**config.mk**
```make
export PLATFORM = sky130hd
export DESIGN_NAME = inst_imm_encoder
export DESIGN_NICKNAME = d
export VERILOG_FILES = /design/src/rtl/legv8_enc_pkg.sv /design/src/rtl/imm_fit_check.sv /design/src/rtl/inst_imm_encoder.sv
export SDC_FILE = /design/constraint.sdc
export NUM_CORES = 1
export LEC_CHECK = 0
export ABC_CLOCK_PERIOD_IN_PS = 2420
export BUFFER_PORTS_ARGS = -buffer_cell sky130_fd_sc_hd__clkbuf_2
export CORE_MARGIN = 5
export CORE_UTILIZATION = 52
export DETAILED_ROUTE_END_ITERATION = 10
export GPL_TIMING_DRIVEN = 0
export PLACE_DENSITY = 0.8
export REMOVE_ABC_BUFFERS = 1
export SLEW_MARGIN = 20
export SYNTH_ARGS = -nofsm -noshare
export SYNTH_HDL_FRONTEND = slang
export SYNTH_HIERARCHICAL = 1
export SYNTH_SLANG_ARGS = --single-unit
```
**constraint.sdc**
```tcl
create_clock -name CLK -period 2.42 [get_ports CLK]
set_input_delay 0.484 -clock CLK [delete_from_list [all_inputs] [get_ports CLK]]
set_output_delay 0.484 -clock CLK [all_outputs]
set_load 0.02 [all_outputs]
```
**src/rtl/legv8_enc_pkg.sv**
```systemverilog
// Shared LEGv8 encoding definitions: format codes, field geometry, opcodes, helpers.
package legv8_enc_pkg;

  typedef enum logic [1:0] {
    FMT_B   = 2'd0,
    FMT_D   = 2'd1,
    FMT_CB  = 2'd2,
    FMT_RSV = 2'd3
  } fmt_e;

  localparam int unsigned INST_W   = 32;
  localparam int unsigned IMM_W    = 64;
  localparam int unsigned OPC_W    = 11;
  localparam int unsigned REG_W    = 5;

  // Immediate field widths and the widest one, which sizes the stage-1 field store
  localparam int unsigned IMM_W_B  = 26;
  localparam int unsigned IMM_W_D  = 9;
  localparam int unsigned IMM_W_CB = 19;
  localparam int unsigned FIELD_W  = IMM_W_B;

  // Opcode widths (opcodes arrive left-justified in OPC_W bits)
  localparam int unsigned OPC_W_B  = 6;
  localparam int unsigned OPC_W_CB = 8;

  // Bit positions inside the instruction word
  localparam int unsigned OPC_LSB_B  = 26;
  localparam int unsigned OPC_LSB_D  = 21;
  localparam int unsigned OPC_LSB_CB = 24;
  localparam int unsigned IMM_LSB_B  = 0;
  localparam int unsigned IMM_LSB_D  = 12;
  localparam int unsigned IMM_LSB_CB = 5;
  localparam int unsigned RN_LSB_D   = 5;
  localparam int unsigned RT_LSB     = 0;

  localparam logic [5:0]  OPC_B    = 6'b000101;
  localparam logic [5:0]  OPC_BL   = 6'b100101;
  localparam logic [10:0] OPC_LDUR = 11'h7C2;
  localparam logic [10:0] OPC_STUR = 11'h7C0;
  localparam logic [7:0]  OPC_CBZ  = 8'hB4;
  localparam logic [7:0]  OPC_CBNZ = 8'hB5;

  // Stage-1 payload: everything needed to assemble the word one cycle later
  typedef struct packed {
    fmt_e               fmt;
    logic [OPC_W-1:0]   opcode;
    logic [REG_W-1:0]   rn;
    logic [REG_W-1:0]   rt;
    logic [FIELD_W-1:0] field;
    logic               fits;
  } s1_t;

  // True when imm survives truncation to w bits followed by sign extension
  function automatic logic sext_fits(input logic [IMM_W-1:0] imm, input int unsigned w);
    logic [IMM_W-1:0] hi;
    hi = IMM_W'($signed(imm) >>> (w - 1));
    return (hi == '0) || (hi == '1);
  endfunction

  // Assemble the instruction word from a stage-1 payload; reserved format yields zero
  function automatic logic [INST_W-1:0] pack_inst(input s1_t s);
    logic [INST_W-1:0] w;
    w = '0;
    case (s.fmt)
      FMT_B: begin
        w = (INST_W'(s.opcode[OPC_W-1 -: OPC_W_B]) << OPC_LSB_B)
          | (INST_W'(s.field[IMM_W_B-1:0]) << IMM_LSB_B);
      end
      FMT_D: begin
        w = (INST_W'(s.opcode) << OPC_LSB_D)
          | (INST_W'(s.field[IMM_W_D-1:0]) << IMM_LSB_D)
          | (INST_W'(s.rn) << RN_LSB_D)
          | (INST_W'(s.rt) << RT_LSB);
      end
      FMT_CB: begin
        w = (INST_W'(s.opcode[OPC_W-1 -: OPC_W_CB]) << OPC_LSB_CB)
          | (INST_W'(s.field[IMM_W_CB-1:0]) << IMM_LSB_CB)
          | (INST_W'(s.rt) << RT_LSB);
      end
      default: w = '0;
    endcase
    return w;
  endfunction

endpackage

```
**src/rtl/imm_fit_check.sv**
```systemverilog
// Combinational range check and truncation of a signed immediate for a given format.
module imm_fit_check
  import legv8_enc_pkg::*;
(
  input  logic [IMM_W-1:0]   imm,
  input  fmt_e               fmt,
  output logic               fits_c,
  output logic [FIELD_W-1:0] field_c
);

  // Select field width by format; reserved format never fits
  always_comb begin
    fits_c  = 1'b0;
    field_c = '0;
    case (fmt)
      FMT_B: begin
        fits_c  = sext_fits(imm, IMM_W_B);
        field_c = FIELD_W'(imm[IMM_W_B-1:0]);
      end
      FMT_D: begin
        fits_c  = sext_fits(imm, IMM_W_D);
        field_c = FIELD_W'(imm[IMM_W_D-1:0]);
      end
      FMT_CB: begin
        fits_c  = sext_fits(imm, IMM_W_CB);
        field_c = FIELD_W'(imm[IMM_W_CB-1:0]);
      end
      default: begin
        fits_c  = 1'b0;
        field_c = '0;
      end
    endcase
  end

endmodule

```
**src/rtl/inst_imm_encoder.sv**
```systemverilog
// Two-stage elastic LEGv8 B/D/CB instruction encoder with range flagging and error count.
module inst_imm_encoder
  import legv8_enc_pkg::*;
#(
  parameter int unsigned ERR_CNT_W = 16
) (
  input  logic                 CLK,
  input  logic                 Reset_L,
  input  logic                 in_valid,
  output logic                 in_ready,
  input  logic [1:0]           in_fmt,
  input  logic [OPC_W-1:0]     in_opcode,
  input  logic [IMM_W-1:0]     in_imm,
  input  logic [REG_W-1:0]     in_rn,
  input  logic [REG_W-1:0]     in_rt,
  output logic                 out_valid,
  input  logic                 out_ready,
  output logic [INST_W-1:0]    out_inst,
  output logic                 out_err,
  output logic [ERR_CNT_W-1:0] err_count
);

  logic               s1_valid;
  s1_t                s1_q;
  logic               fit_fits_c;
  logic [FIELD_W-1:0] fit_field_c;
  logic               s2_load_c;
  logic               s1_adv_c;
  logic               in_fire_c;

  imm_fit_check u_fit (
    .imm     (in_imm),
    .fmt     (fmt_e'(in_fmt)),
    .fits_c  (fit_fits_c),
    .field_c (fit_field_c)
  );

  // Handshake plumbing; in_ready is held low while reset is asserted
  assign s2_load_c = !out_valid || out_ready;
  assign s1_adv_c  = s1_valid && s2_load_c;
  assign in_ready  = Reset_L && (!s1_valid || s1_adv_c);
  assign in_fire_c = in_valid && in_ready;

  // Stage 1: capture request fields, truncated immediate and range verdict
  always_ff @(posedge CLK or negedge Reset_L) begin
    if (!Reset_L) begin
      s1_valid <= 1'b0;
      s1_q     <= '0;
    end else if (in_fire_c) begin
      s1_valid    <= 1'b1;
      s1_q.fmt    <= fmt_e'(in_fmt);
      s1_q.opcode <= in_opcode;
      s1_q.rn     <= in_rn;
      s1_q.rt     <= in_rt;
      s1_q.field  <= fit_field_c;
      s1_q.fits   <= fit_fits_c;
    end else if (s1_adv_c) begin
      s1_valid <= 1'b0;
    end
  end

  // Stage 2: assemble word; held stable while stalled downstream
  always_ff @(posedge CLK or negedge Reset_L) begin
    if (!Reset_L) begin
      out_valid <= 1'b0;
      out_inst  <= '0;
      out_err   <= 1'b0;
    end else if (s2_load_c) begin
      out_valid <= s1_valid;
      if (s1_valid) begin
        out_inst <= pack_inst(s1_q);
        out_err  <= !s1_q.fits;
      end
    end
  end

  // Saturating count of errored words actually delivered
  always_ff @(posedge CLK or negedge Reset_L) begin
    if (!Reset_L) begin
      err_count <= '0;
    end else if (out_valid && out_ready && out_err && (err_count != {ERR_CNT_W{1'b1}})) begin
      err_count <= err_count + ERR_CNT_W'(1);
    end
  end

endmodule
```
==> flow_summary.json <==
{
  "outcome": "completed",
  "fmax_mhz": 476.3,
  "reg2reg_depth": 3,
  "synth_area_mm2": 0.004935,
  "ys_async_sr_fraction_pct": 100.0,
  "drc": 0,
  "stdcell_area_mm2": 0.006017,
  "rows": 35,
  "wl_per_cell_um": 16.29,
  "crit_type": "flop to flop",
  "antenna_cells": 0,
  "portBuffers": 141,
  "critPathCaptureType": "flop",
  "overflow": 0,
  "grt_pass1_vias": 4171,
  "ys_types": 43,
  "final.min_clock_period_ns": 2.099,
  "cts_made_buffers": 9,
  "syn_area_per_cell_um2": 10.68,
  "grt_max_degree": 75,
  "cp_slowest_cell": "dfrtp_2",
  "fin_nets": 687,
  "synth-edff-count": 0,
  "cts_tree": "yes",
  "synth-compound-area-share_pct": 7.201,
  "first_iter_violations": 204,
  "grt_setup_unrepaired": "false",
  "synthToLayoutAreaGrowth_pct": 21.93,
  "antenna_found_initial": 0,
  "io-pin-count": 142,
  "syn_inst": 462,
  "start_kind": "flop",
  "r2r_end": "out_inst[25]",
  "post-route-util_pct": 65.12,
  "die_w_um": 107.4,
  "max-vdd-ir-drop_uv": 308.5,
  "hold_viol": 0,
  "worst_pin_slew_ns": 0.8538,
  "initial_core_util_pct": 53.41,
  "cts.clk_slew.worst_paths_ns": 0.11,
  "synth_top_family_by_area": "simple AND/OR/NAND/NOR gates",
  "setup_viol": 0,
  "total_power_w": 0.004604,
  "synth-seq-cells": 101,
  "cts_root_buf": "clkbuf_8",
  "synth_flop_cell": "dfrtp_1",
  "die_h_um": 107.4,
  "regToRegSetupSlack_ns": 0.32,
  "synth_fa_ha_area_share_pct": 0.2535,
  "dp_hpwl_mm": 8.839,
  "grt_usage_pct": 21.41,
  "via_per_inst": 5.475,
  "leakage_nw": 2.924,
  "path_cells": "nor2b_1 > a21oi_1 > o21ai_0",
  "grt_pass1_wl_mm": 19.74,
  "relSlewSlack_pct": 42.96,
  "yosysSeqAreaShare_pct": 51.22,
  "ant_nets": 0,
  "yosys-mux-area-fraction_pct": 16.81,
  "clk-insertion-delay-late_ns": 0.36,
  "gp_congestion": 0.8524,
  "arrival_ns": 2.37,
  "cts.sinks": 101,
  "max_stage_delay_ns": 0.91,
  "required_ns": 2.69,
  "vias": 3991,
  "finalMaxSlewViolations": 0,
  "cts_buffer_depth": 2,
  "fp.coreArea_mm2": 0.009240,
  "fp.dieArea_mm2": 0.01154,
  "synth_xor_area_share_pct": 2.485,
  "path_max_fanout": 44,
  "drive_gt1_share_pct": 38.33,
  "dr.pass1.iters": 5,
  "htreeDepth": 3,
  "place_area_mm2": 0.005798,
  "hp-class": "primary input to asynchronous set/reset pin",
  "synthSimpleGateAreaFrac_pct": 19.78,
  "maxCapViolCount": 0,
  "fin_crit_sh_pct": 86.75,
  "yosys_warnings": 6,
  "skew_ns": 0.01677,
  "wirelength_mm": 11.88,
  "power_density_mw_per_mm2": 765.1,
  "worstReg2RegStart": "s1_q[49]"
}
-- cell usage after synthesis (all sizes together) (2+ instances only) --
master | count | area [um^2]
o21ai | 32 | 160.2
mux2i | 24 | 240.2
xor2 | 8 | 70.07
nor3 | 9 | 45.04
or3 | 4 | 30.03
nor4b | 2 | 23.77
nor2 | 28 | 107.6
a21oi | 13 | 65.06
nor2b | 13 | 81.33
mux2 | 52 | 589.3
a31oi | 13 | 81.33
buf | 10 | 47.55
dfrtp | 101 | 2527
clkbuf | 14 | 52.55
nand4 | 19 | 131.4
nor4 | 16 | 127.6
inv | 3 | 11.26
nand3b | 2 | 15.01
nand2 | 52 | 200.2
xnor2 | 6 | 52.55
o31ai | 3 | 22.52
nand2b | 2 | 12.51
and2 | 17 | 107.6
a2bb2oi | 2 | 17.52
nand3 | 10 | 55.05
-- what timing repair did --
action,in CTS,in global routing
hold buffers,2,0
hold endpoints to repair,26,0
gates resized for setup,0,0
buffers inserted,0,0
-- how the worst max path moves through the flow --
stage,from,endpoint,slack [ns],depth (start not counted)
3_3_place_gp,Reset_L,s1_q[47],-2.42,4
6_report,s1_q[49],out_inst[25],0.32,3
2_1_floorplan,out_ready,s1_q[0],-0.12,4
5_1_grt,s1_q[49],out_inst[24],0.17,3
4_1_cts,s1_q[49],out_inst[3],0.33,3
3_5_place_dp,Reset_L,s1_q[43],-0.002,5
-- sequential cells by signal, summed over array words and instances, names as in the netlist --
register,count
err_count,16
out_err,1
out_inst,32
out_valid,1
s1_q,50
s1_valid,1
-- layout by cell type, fill, tap and decap left out, types with 6 or more instances in the layout --
cell,instances
clkbuf_8,11
a21oi_1,13
xnor2_1,6
a31oi_1,13
nor4_1,13
nand2_1,48
nor2_1,27
clkbuf_2,140
dfrtp_1,99
mux2_2,51
nor3_1,9
nor2b_1,13
xor2_1,8
mux2i_1,24
and2_1,16
nand4_1,17
nand3_1,9
o21ai_0,32
-- report_power, final --
part	switching, W	internal, W
sequential	0.000296	0.00201
clock	0.000592	0.000421
combinational	0.000736	0.000550
total	0.00162	0.00298
-- cells by family after synthesis --
group                      count (synthesis)
AOI/OAI and AO/OA                         64
xor gates and xnor gates                  14
adders and majority gates                  1
buffers and inverters                     27
muxes                                     76
DFF                                      101
and+or+nand+nor                          179
-- per-stage QoR --
stage | TNS (ns) | cells | setup slack (ns) | hold WS (ns)
finish | 0 | 729 | 0.3207 | 0.07375
global route | 0 | 729 | 0.1664 | 0.06680
CTS | 0 | 729 | 0.3299 | 0.06815
detailed placement | -0.005418 | 711 | -0.002374 | 0.3931
global placement | -170.48 | 708 | -2.422 | 0.4535
floorplan | -5.778 | 438 | -0.1156 | 0.1884
-- routing by layer --
| metal | vias to the layer above | part of all wire [%] | wire, um | global-route usage, % |
|---|---|---|---|---|
| li1 | 1923 | - | - | - |
| met1 | 1897 | 43 | 5142 | 27.83 |
| met2 | 156 | 48 | 5708 | 36.19 |
| met3 | 15 | 7.1 | 845 | 4.139 |
| met4 | 0 | 1.5 | 182 | 6.853 |
| met5 | - | 0 | 0 | 0 |
-- layout make-up --
type                       count  area [um^2]
sequential                   101         2530
inverter                       3        11.26
tap                          129        161.4
timing repair buffer         146        819.5
fill                         746         3223
multi-input combinational    334         2306
clock inverter                 6        51.30
clock buffer                  10        137.6
-- critical path: cells and delay by family, from the launching register on --
| kind | cells | cell delay, ns |
|---|---|---|
| simple gates | 1 | 0.77 |
| compound gates | 2 | 0.32 |
| flops | 1 | 0.91 |
(Power assumes the default switching activity.)
